[src/rtl/serv_bufreg_w_if.sv]
// Bus bundle between the serial datapath and the W-bit buffer register.
// No latency of its own; it only carries wires.
// No backpressure: beats advance whenever the master raises i_en.
interface serv_bufreg_w_if #(
    parameter int W = 1
);
    logic         i_cnt0;
    logic         i_cnt1;
    logic         i_en;
    logic         i_init;
    logic         i_mdu_op;
    logic         i_rs1_en;
    logic         i_imm_en;
    logic         i_clr_lsb;
    logic         i_sh_signed;
    logic [1:0]   i_size;
    logic [W-1:0] i_rs1;
    logic [W-1:0] i_imm;
    logic [W-1:0] o_q;
    logic [1:0]   o_lsb;
    logic         o_misalign;
    logic [31:0]  o_dbus_adr;
    logic [31:0]  o_ext_rs1;

    modport master (
        output i_cnt0, i_cnt1, i_en, i_init, i_mdu_op, i_rs1_en, i_imm_en,
               i_clr_lsb, i_sh_signed, i_size, i_rs1, i_imm,
        input  o_q, o_lsb, o_misalign, o_dbus_adr, o_ext_rs1
    );

    modport slave (
        input  i_cnt0, i_cnt1, i_en, i_init, i_mdu_op, i_rs1_en, i_imm_en,
               i_clr_lsb, i_sh_signed, i_size, i_rs1, i_imm,
        output o_q, o_lsb, o_misalign, o_dbus_adr, o_ext_rs1
    );
endinterface

[src/rtl/serv_bufreg_w.sv]
// W-bit-per-beat buffer register: serial rs1+imm adder, right shifter, address LSB capture.
// Sum is complete one cycle after the last of 32/W init beats; LSBs one cycle after the capture beat.
// No backpressure: state advances only on beats with i_en high, and holds otherwise.
module serv_bufreg_w #(
    parameter int W   = 1,
    parameter bit MDU = 1'b0
) (
    input  logic            i_clk,
    input  logic            i_rst,
    serv_bufreg_w_if.slave  bus
);
    logic [31:0]  r_data;
    logic         r_c;
    logic [1:0]   r_lsb;

    logic [W-1:0] w_imm;
    logic [W:0]   w_add;
    logic [W-1:0] w_sum;
    logic         w_c;
    logic [1:0]   w_lsb;

    // JALR clears bit 0 of the target, which only ever lives in the first beat's slice
    always_comb begin
        w_imm = bus.i_imm;
        if (bus.i_cnt0 && bus.i_clr_lsb) begin
            w_imm[0] = 1'b0;
        end
    end

    assign w_add = {1'b0, bus.i_rs1 & {W{bus.i_rs1_en}}}
                 + {1'b0, w_imm & {W{bus.i_imm_en}}}
                 + {{W{1'b0}}, r_c};
    assign {w_c, w_sum} = w_add;

    // Carry chain plus shift register: accumulate the sum in load phase, shift out otherwise
    always_ff @(posedge i_clk or posedge i_rst) begin
        if (i_rst) begin
            r_c    <= 1'b0;
            r_data <= 32'h0000_0000;
        end else begin
            // An idle cycle between words drops any stale carry
            r_c <= w_c & bus.i_en;
            if (bus.i_en) begin
                if (bus.i_init) begin
                    r_data <= {w_sum, r_data[31:W]};
                end else begin
                    r_data <= {{W{r_data[31] & bus.i_sh_signed}}, r_data[31:W]};
                end
            end
        end
    end

    generate
        if (W == 1) begin : g_lsb_serial
            // One address bit per beat: bit 0 on the first beat, bit 1 on the second
            always_ff @(posedge i_clk or posedge i_rst) begin
                if (i_rst) begin
                    r_lsb <= 2'b00;
                end else if (bus.i_init && bus.i_cnt0) begin
                    r_lsb[0] <= w_sum[0];
                end else if (bus.i_init && bus.i_cnt1) begin
                    r_lsb[1] <= w_sum[0];
                end
            end
        end else begin : g_lsb_parallel
            // Both address bits arrive together in the first beat's slice
            always_ff @(posedge i_clk or posedge i_rst) begin
                if (i_rst) begin
                    r_lsb <= 2'b00;
                end else if (bus.i_init && bus.i_cnt0 && bus.i_en) begin
                    r_lsb <= w_sum[1:0];
                end
            end
        end
    endgenerate

    // Multiply/divide operands must not look like an unaligned address
    assign w_lsb = (MDU && bus.i_mdu_op) ? 2'b00 : r_lsb;

    assign bus.o_q        = r_data[W-1:0] & {W{bus.i_en}};
    assign bus.o_dbus_adr = {r_data[31:2], 2'b00};
    assign bus.o_ext_rs1  = r_data;
    assign bus.o_lsb      = w_lsb;
    assign bus.o_misalign = ((bus.i_size == 2'b01) && w_lsb[0])
                          | ((bus.i_size == 2'b10) && (|w_lsb));
endmodule

[src/flat_wrapper.sv]
// flat-port wrapper written by rule: the top's interface ports become plain ports
module serv_bufreg_w_flat 
#(
    parameter int W   = 1,
    parameter bit MDU = 1'b0
)
  (i_clk, i_rst, bus_i_cnt0, bus_i_cnt1, bus_i_en, bus_i_init, bus_i_mdu_op, bus_i_rs1_en, bus_i_imm_en, bus_i_clr_lsb, bus_i_sh_signed, bus_i_size, bus_i_rs1, bus_i_imm, bus_o_q, bus_o_lsb, bus_o_misalign, bus_o_dbus_adr, bus_o_ext_rs1);
  serv_bufreg_w_if #(.W(W)) bus_i ();
  input  logic i_clk;
  input  logic i_rst;
  input wire logic [$bits(bus_i.i_cnt0)-1:0] bus_i_cnt0;
  input wire logic [$bits(bus_i.i_cnt1)-1:0] bus_i_cnt1;
  input wire logic [$bits(bus_i.i_en)-1:0] bus_i_en;
  input wire logic [$bits(bus_i.i_init)-1:0] bus_i_init;
  input wire logic [$bits(bus_i.i_mdu_op)-1:0] bus_i_mdu_op;
  input wire logic [$bits(bus_i.i_rs1_en)-1:0] bus_i_rs1_en;
  input wire logic [$bits(bus_i.i_imm_en)-1:0] bus_i_imm_en;
  input wire logic [$bits(bus_i.i_clr_lsb)-1:0] bus_i_clr_lsb;
  input wire logic [$bits(bus_i.i_sh_signed)-1:0] bus_i_sh_signed;
  input wire logic [$bits(bus_i.i_size)-1:0] bus_i_size;
  input wire logic [$bits(bus_i.i_rs1)-1:0] bus_i_rs1;
  input wire logic [$bits(bus_i.i_imm)-1:0] bus_i_imm;
  output wire logic [$bits(bus_i.o_q)-1:0] bus_o_q;
  output wire logic [$bits(bus_i.o_lsb)-1:0] bus_o_lsb;
  output wire logic [$bits(bus_i.o_misalign)-1:0] bus_o_misalign;
  output wire logic [$bits(bus_i.o_dbus_adr)-1:0] bus_o_dbus_adr;
  output wire logic [$bits(bus_i.o_ext_rs1)-1:0] bus_o_ext_rs1;
  assign bus_i.i_cnt0 = bus_i_cnt0;
  assign bus_i.i_cnt1 = bus_i_cnt1;
  assign bus_i.i_en = bus_i_en;
  assign bus_i.i_init = bus_i_init;
  assign bus_i.i_mdu_op = bus_i_mdu_op;
  assign bus_i.i_rs1_en = bus_i_rs1_en;
  assign bus_i.i_imm_en = bus_i_imm_en;
  assign bus_i.i_clr_lsb = bus_i_clr_lsb;
  assign bus_i.i_sh_signed = bus_i_sh_signed;
  assign bus_i.i_size = bus_i_size;
  assign bus_i.i_rs1 = bus_i_rs1;
  assign bus_i.i_imm = bus_i_imm;
  assign bus_o_q = bus_i.o_q;
  assign bus_o_lsb = bus_i.o_lsb;
  assign bus_o_misalign = bus_i.o_misalign;
  assign bus_o_dbus_adr = bus_i.o_dbus_adr;
  assign bus_o_ext_rs1 = bus_i.o_ext_rs1;
  serv_bufreg_w #(.W(W), .MDU(MDU)) u_core (.i_clk(i_clk), .i_rst(i_rst), .bus(bus_i));
endmodule
[config.mk]
export PLATFORM = sky130hd
export DESIGN_NAME = serv_bufreg_w_flat
export DESIGN_NICKNAME = d
export VERILOG_FILES = /design/src/rtl/serv_bufreg_w_if.sv /design/src/rtl/serv_bufreg_w.sv /design/src/flat_wrapper.sv
export SDC_FILE = /design/constraint.sdc
export NUM_CORES = 1
export LEC_CHECK = 0
export CORE_MARGIN = 10
export CORE_UTILIZATION = 37
export CTS_BUF_LIST = sky130_fd_sc_hd__clkbuf_16
export DETAILED_ROUTE_END_ITERATION = 7
export PLACE_DENSITY = 0.72
export SKIP_CTS_REPAIR_TIMING = 1
export SLEW_MARGIN = 20
export SYNTH_ARGS = -nofsm -noshare
export SYNTH_HDL_FRONTEND = slang
export SYNTH_SLANG_ARGS = --single-unit
[constraint.sdc]
create_clock -name i_clk -period 1.15 [get_ports i_clk]
set_input_delay 0.23 -clock i_clk [delete_from_list [all_inputs] [get_ports i_clk]]
set_output_delay 0.23 -clock i_clk [all_outputs]
set_load 0.03 [all_outputs]
==> summary.md <==
| Metric | Value |
|---|---|
| Int Pwr | 0.003884 W |
| Post-Syn Instances | 124 |
| Via density | 4.632 |
| Post-route insts no fill | 234 |
| Met1 Wirelength | 1.517 mm |
| Dominant cells by area after synthesis | dfrtp_1 50%, mux2_4 22%, buf_4 14%, mux2_2 3.2%, buf_12 2.3% |
| Routability Congestion | 0.6418 |
| Antenna viol nets, final | 0 |
| Setup crit end kind | register |
| Post-Synthesis Cell Area | 0.001754 mm² |
| Total of max-cap violations | 0 |
| Critical setup path kind | reg -> reg |
| Failing checks | negative setup slack |
| Status | complete, but fails checks |
| Register area share after synthesis | 0.4993 |
| Most frequent cells after synthesis | 35 x dfrtp_1, 32 x buf_4, 26 x mux2_4, 6 x nand2_1, 5 x mux2_2 |
| Worst hold margin | 311.6 ps |
| Clock Tree Buf Depth | 2 |
| Global route total overflow | 0 |
| Syn avg cell area | 14.15 µm² |
| Root Buffer | clkbuf_16 |
| Antenna diodes | 0 |
| Crit path time final | 1227 ps |
| Die Wd | 88.86 µm |
| YS warnings | 0 |
| Ports | 83 |
| Wirelength per Cell | 17.10 µm |
| Min-delay worst type | in -> async |
| Worst setup margin | -77.23 ps |
| # placed instances | 224 |
| Core area | 0.004474 mm² |
| Power share of the sequential group | 0.299 |
| Met3 wire len | 513 µm |
| CP Launch Point | u_core.r_c |
| Sw Share | 0.4338 |
| CTS tree | built |
| XOR/XNOR share of the synthesized area | 0.004993 |
| DR top layer | met4 |
| Area delta synth->final | 36.02% |
| Worst Path Max Fanout | 3 |
| Largest family of logic cells by synthesized area | multiplexers |
| Initial DRC Count | 19 |
| Tot GR Track Use | 0.1009 |
| Logic gate share of total power | 0.518 |
| Vert. Die Dim | 88.86 µm |
| Largest net degree at the start of global routing | 36 |
| Final HPWL DP | 3.040 mm |
| Yosys reg bits | 35 |
| Top-count cell post-synth | dfrtp_1 |
| Die area | 0.007895 mm² |
| Flop2flop setup slack | -80 ps |
| Finished Core Util | 0.5333 |
| Register cell area after layout | 875.8 µm² |
| Row cnt | 24 |
| Synth cell types | 19 |
| H-tree levels | 2 |
| Leading area contributor after synthesis | dfrtp_1 |
| Compound-Gate Fraction of Synth Area | 0.01712 |
| Clock Skew | 2.427 ps |
| Number of buffers created by CTS | 5 |
| Via count | 1084 |
| Worst IR Drop VDD | 1793 µV |
| Critical path arrival | 1370 ps |
| Worst r2r path cells | 3 |
| Clock power share | 0.183 |
| CP Launch Type | register |
| Power Density | 2875 mW/mm² |
| NumNets Final | 197 |
| Synth top area share | 0.4993 |
| P_sw | 0.002976 W |
| First-pass GRT wire length | 6.161 mm |
| PortBufs | 79 |
| Clk_lat worst skew | 270 ps |
| Clk pin slew, worst setup/hold paths | 50 ps |
| Required @ worst endpoint | 1290 ps |
| Reg2reg start | u_core.r_c |
| Total wire length | 4.001 mm |
| Final period util | 1.067 |
| Leak Pwr | 1.344 nW |
| Vias in the first global route | 1252 |
| RSZ-0062 raised after global routing | true |
| Fraction of the mapped netlist area in simple logic gates | 0.03138 |
| DP Worst Slack | -521.1 ps |
| Initial antenna violation count | 0 |
| DR WL met2 | 1.935 mm |
| Post-Synth Adder-Cell Area | 0.01141 |
| Initial Util | 0.3921 |
| Drt pass-1 iters | 4 |
| DRC viols | 0 |
| # clock sinks | 35 |
| Final Max Tran Viols | 0 |
| Post-synth EDFFs | 0 |
| FFs w/ async S/R, synth | 1.000 |
| Fmax | 0.8148 GHz |
| Fin. Hold Viols | 0 |
| # setup viols final | 5 |
| Filler Cell Count | 392 |
| Multiplexer share of the synthesized area | 0.2546 |
| Worst R2R End | u_core.bus.o_lsb[0] |
| Layout cells sized above 1 | 0.6319 |
| Main synth FF type | dfrtp_1 |
| Multi-input logic area | 575.6 µm² |
kinds of logic (layout without fill, tap and decap cells):
logic type,after synthesis,in the layout
buffers and inverters,39,96
DFF,35,35
muxes,31,31
and+or+nand+nor,11,11
AOI/OAI and AO/OA,5,5
adders and majority gates,1,1
other,1,2
xor gates and xnor gates,1,1
worst max-delay path by stage:
stage | to | slack, ps | cells after the start
after floorplan | u_core.bus.o_lsb[1] | 40 | 3
final | u_core.bus.o_lsb[0] | -80 | 3
after CTS | bus_o_misalign | -250 | 5
after detailed placement | u_core.bus.o_lsb[0] | -520 | 5
after global placement | u_core.bus.o_lsb[0] | -380 | 5
after global routing | u_core.bus.o_lsb[0] | -100 | 3
power by group through the flow:
| stage | Clock [W] | Combinational [W] | Sequential, W |
|---|---|---|---|
| finish | 0.00125 | 0.00356 | 0.00205 |
| global route | 0.00136 | 0.00372 | 0.00213 |
| CTS | 0.00131 | 0.00361 | 0.00206 |
| global placement | 0 | 0.00359 | 0.00202 |
| detailed placement | 0 | 0.00361 | 0.00206 |
| floorplan | 0 | 0.00195 | 0.00274 |
per-stage QoR:
| stage | cell area [µm²] | setup TNS (ps) | total power (W) |
|---|---|---|---|
| floorplan | 1758 | 0 | 0.004694 |
| global placement | 2196 | -1502 | 0.005609 |
| detailed placement | 2196 | -2009 | 0.005672 |
| CTS | 2336 | -942.4 | 0.006982 |
| global route | 2386 | -319.1 | 0.007216 |
| finish | 2386 | -164.4 | 0.006860 |
state kept, by name (all words and copies together), names as in the netlist:
name and flops:
u_core.bus.o_lsb 2, u_core.bus.o_ext_rs1 32, u_core.r_c 1
critical path, cell delays in order, from the launching register on:
cell and delay (ps):
dfrtp_1 350, inv_2 50, fa_1 590, a31oi_1 110
metal layers:
metal / global-route usage / vias to the layer above
met3: 0.06342 / 4
li1: - / 487
met5: 0 / -
met4: 0.03084 / 0
met1: 0.1051 / 538
met2: 0.1649 / 55
placed cells by master, fill, tap and decap left out:
master and count:
a21oi_1 1, a31oi_1 1, and2_4 1, buf_12 2
buf_2 1, buf_4 68, buf_6 2, clkbuf_16 5
clkdlybuf4s50_1 4, clkinv_2 3, conb_1 2, dfrtp_1 35
dlymetal6s2s_1 8, fa_1 1, inv_1 2, inv_2 1
mux2_2 5, mux2_4 26, nand2_1 6, nand3_2 1
nand3b_1 2, nor2b_1 1, o21ai_0 1, o21ai_1 1
o2bb2ai_1 1, xor2_1 1
final cells by class:
cell class | instances | area share
Clock buffer | 5 | 0.05244
Clock inverter | 3 | 0.006293
Inverter | 3 | 0.004719
Multi-Input combinational cell | 51 | 0.2412
Sequential cell | 35 | 0.3671
Tap cell | 52 | 0.02727
Timing Repair Buffer | 85 | 0.3010
Note: power is estimated with default switching activity, not from simulation.
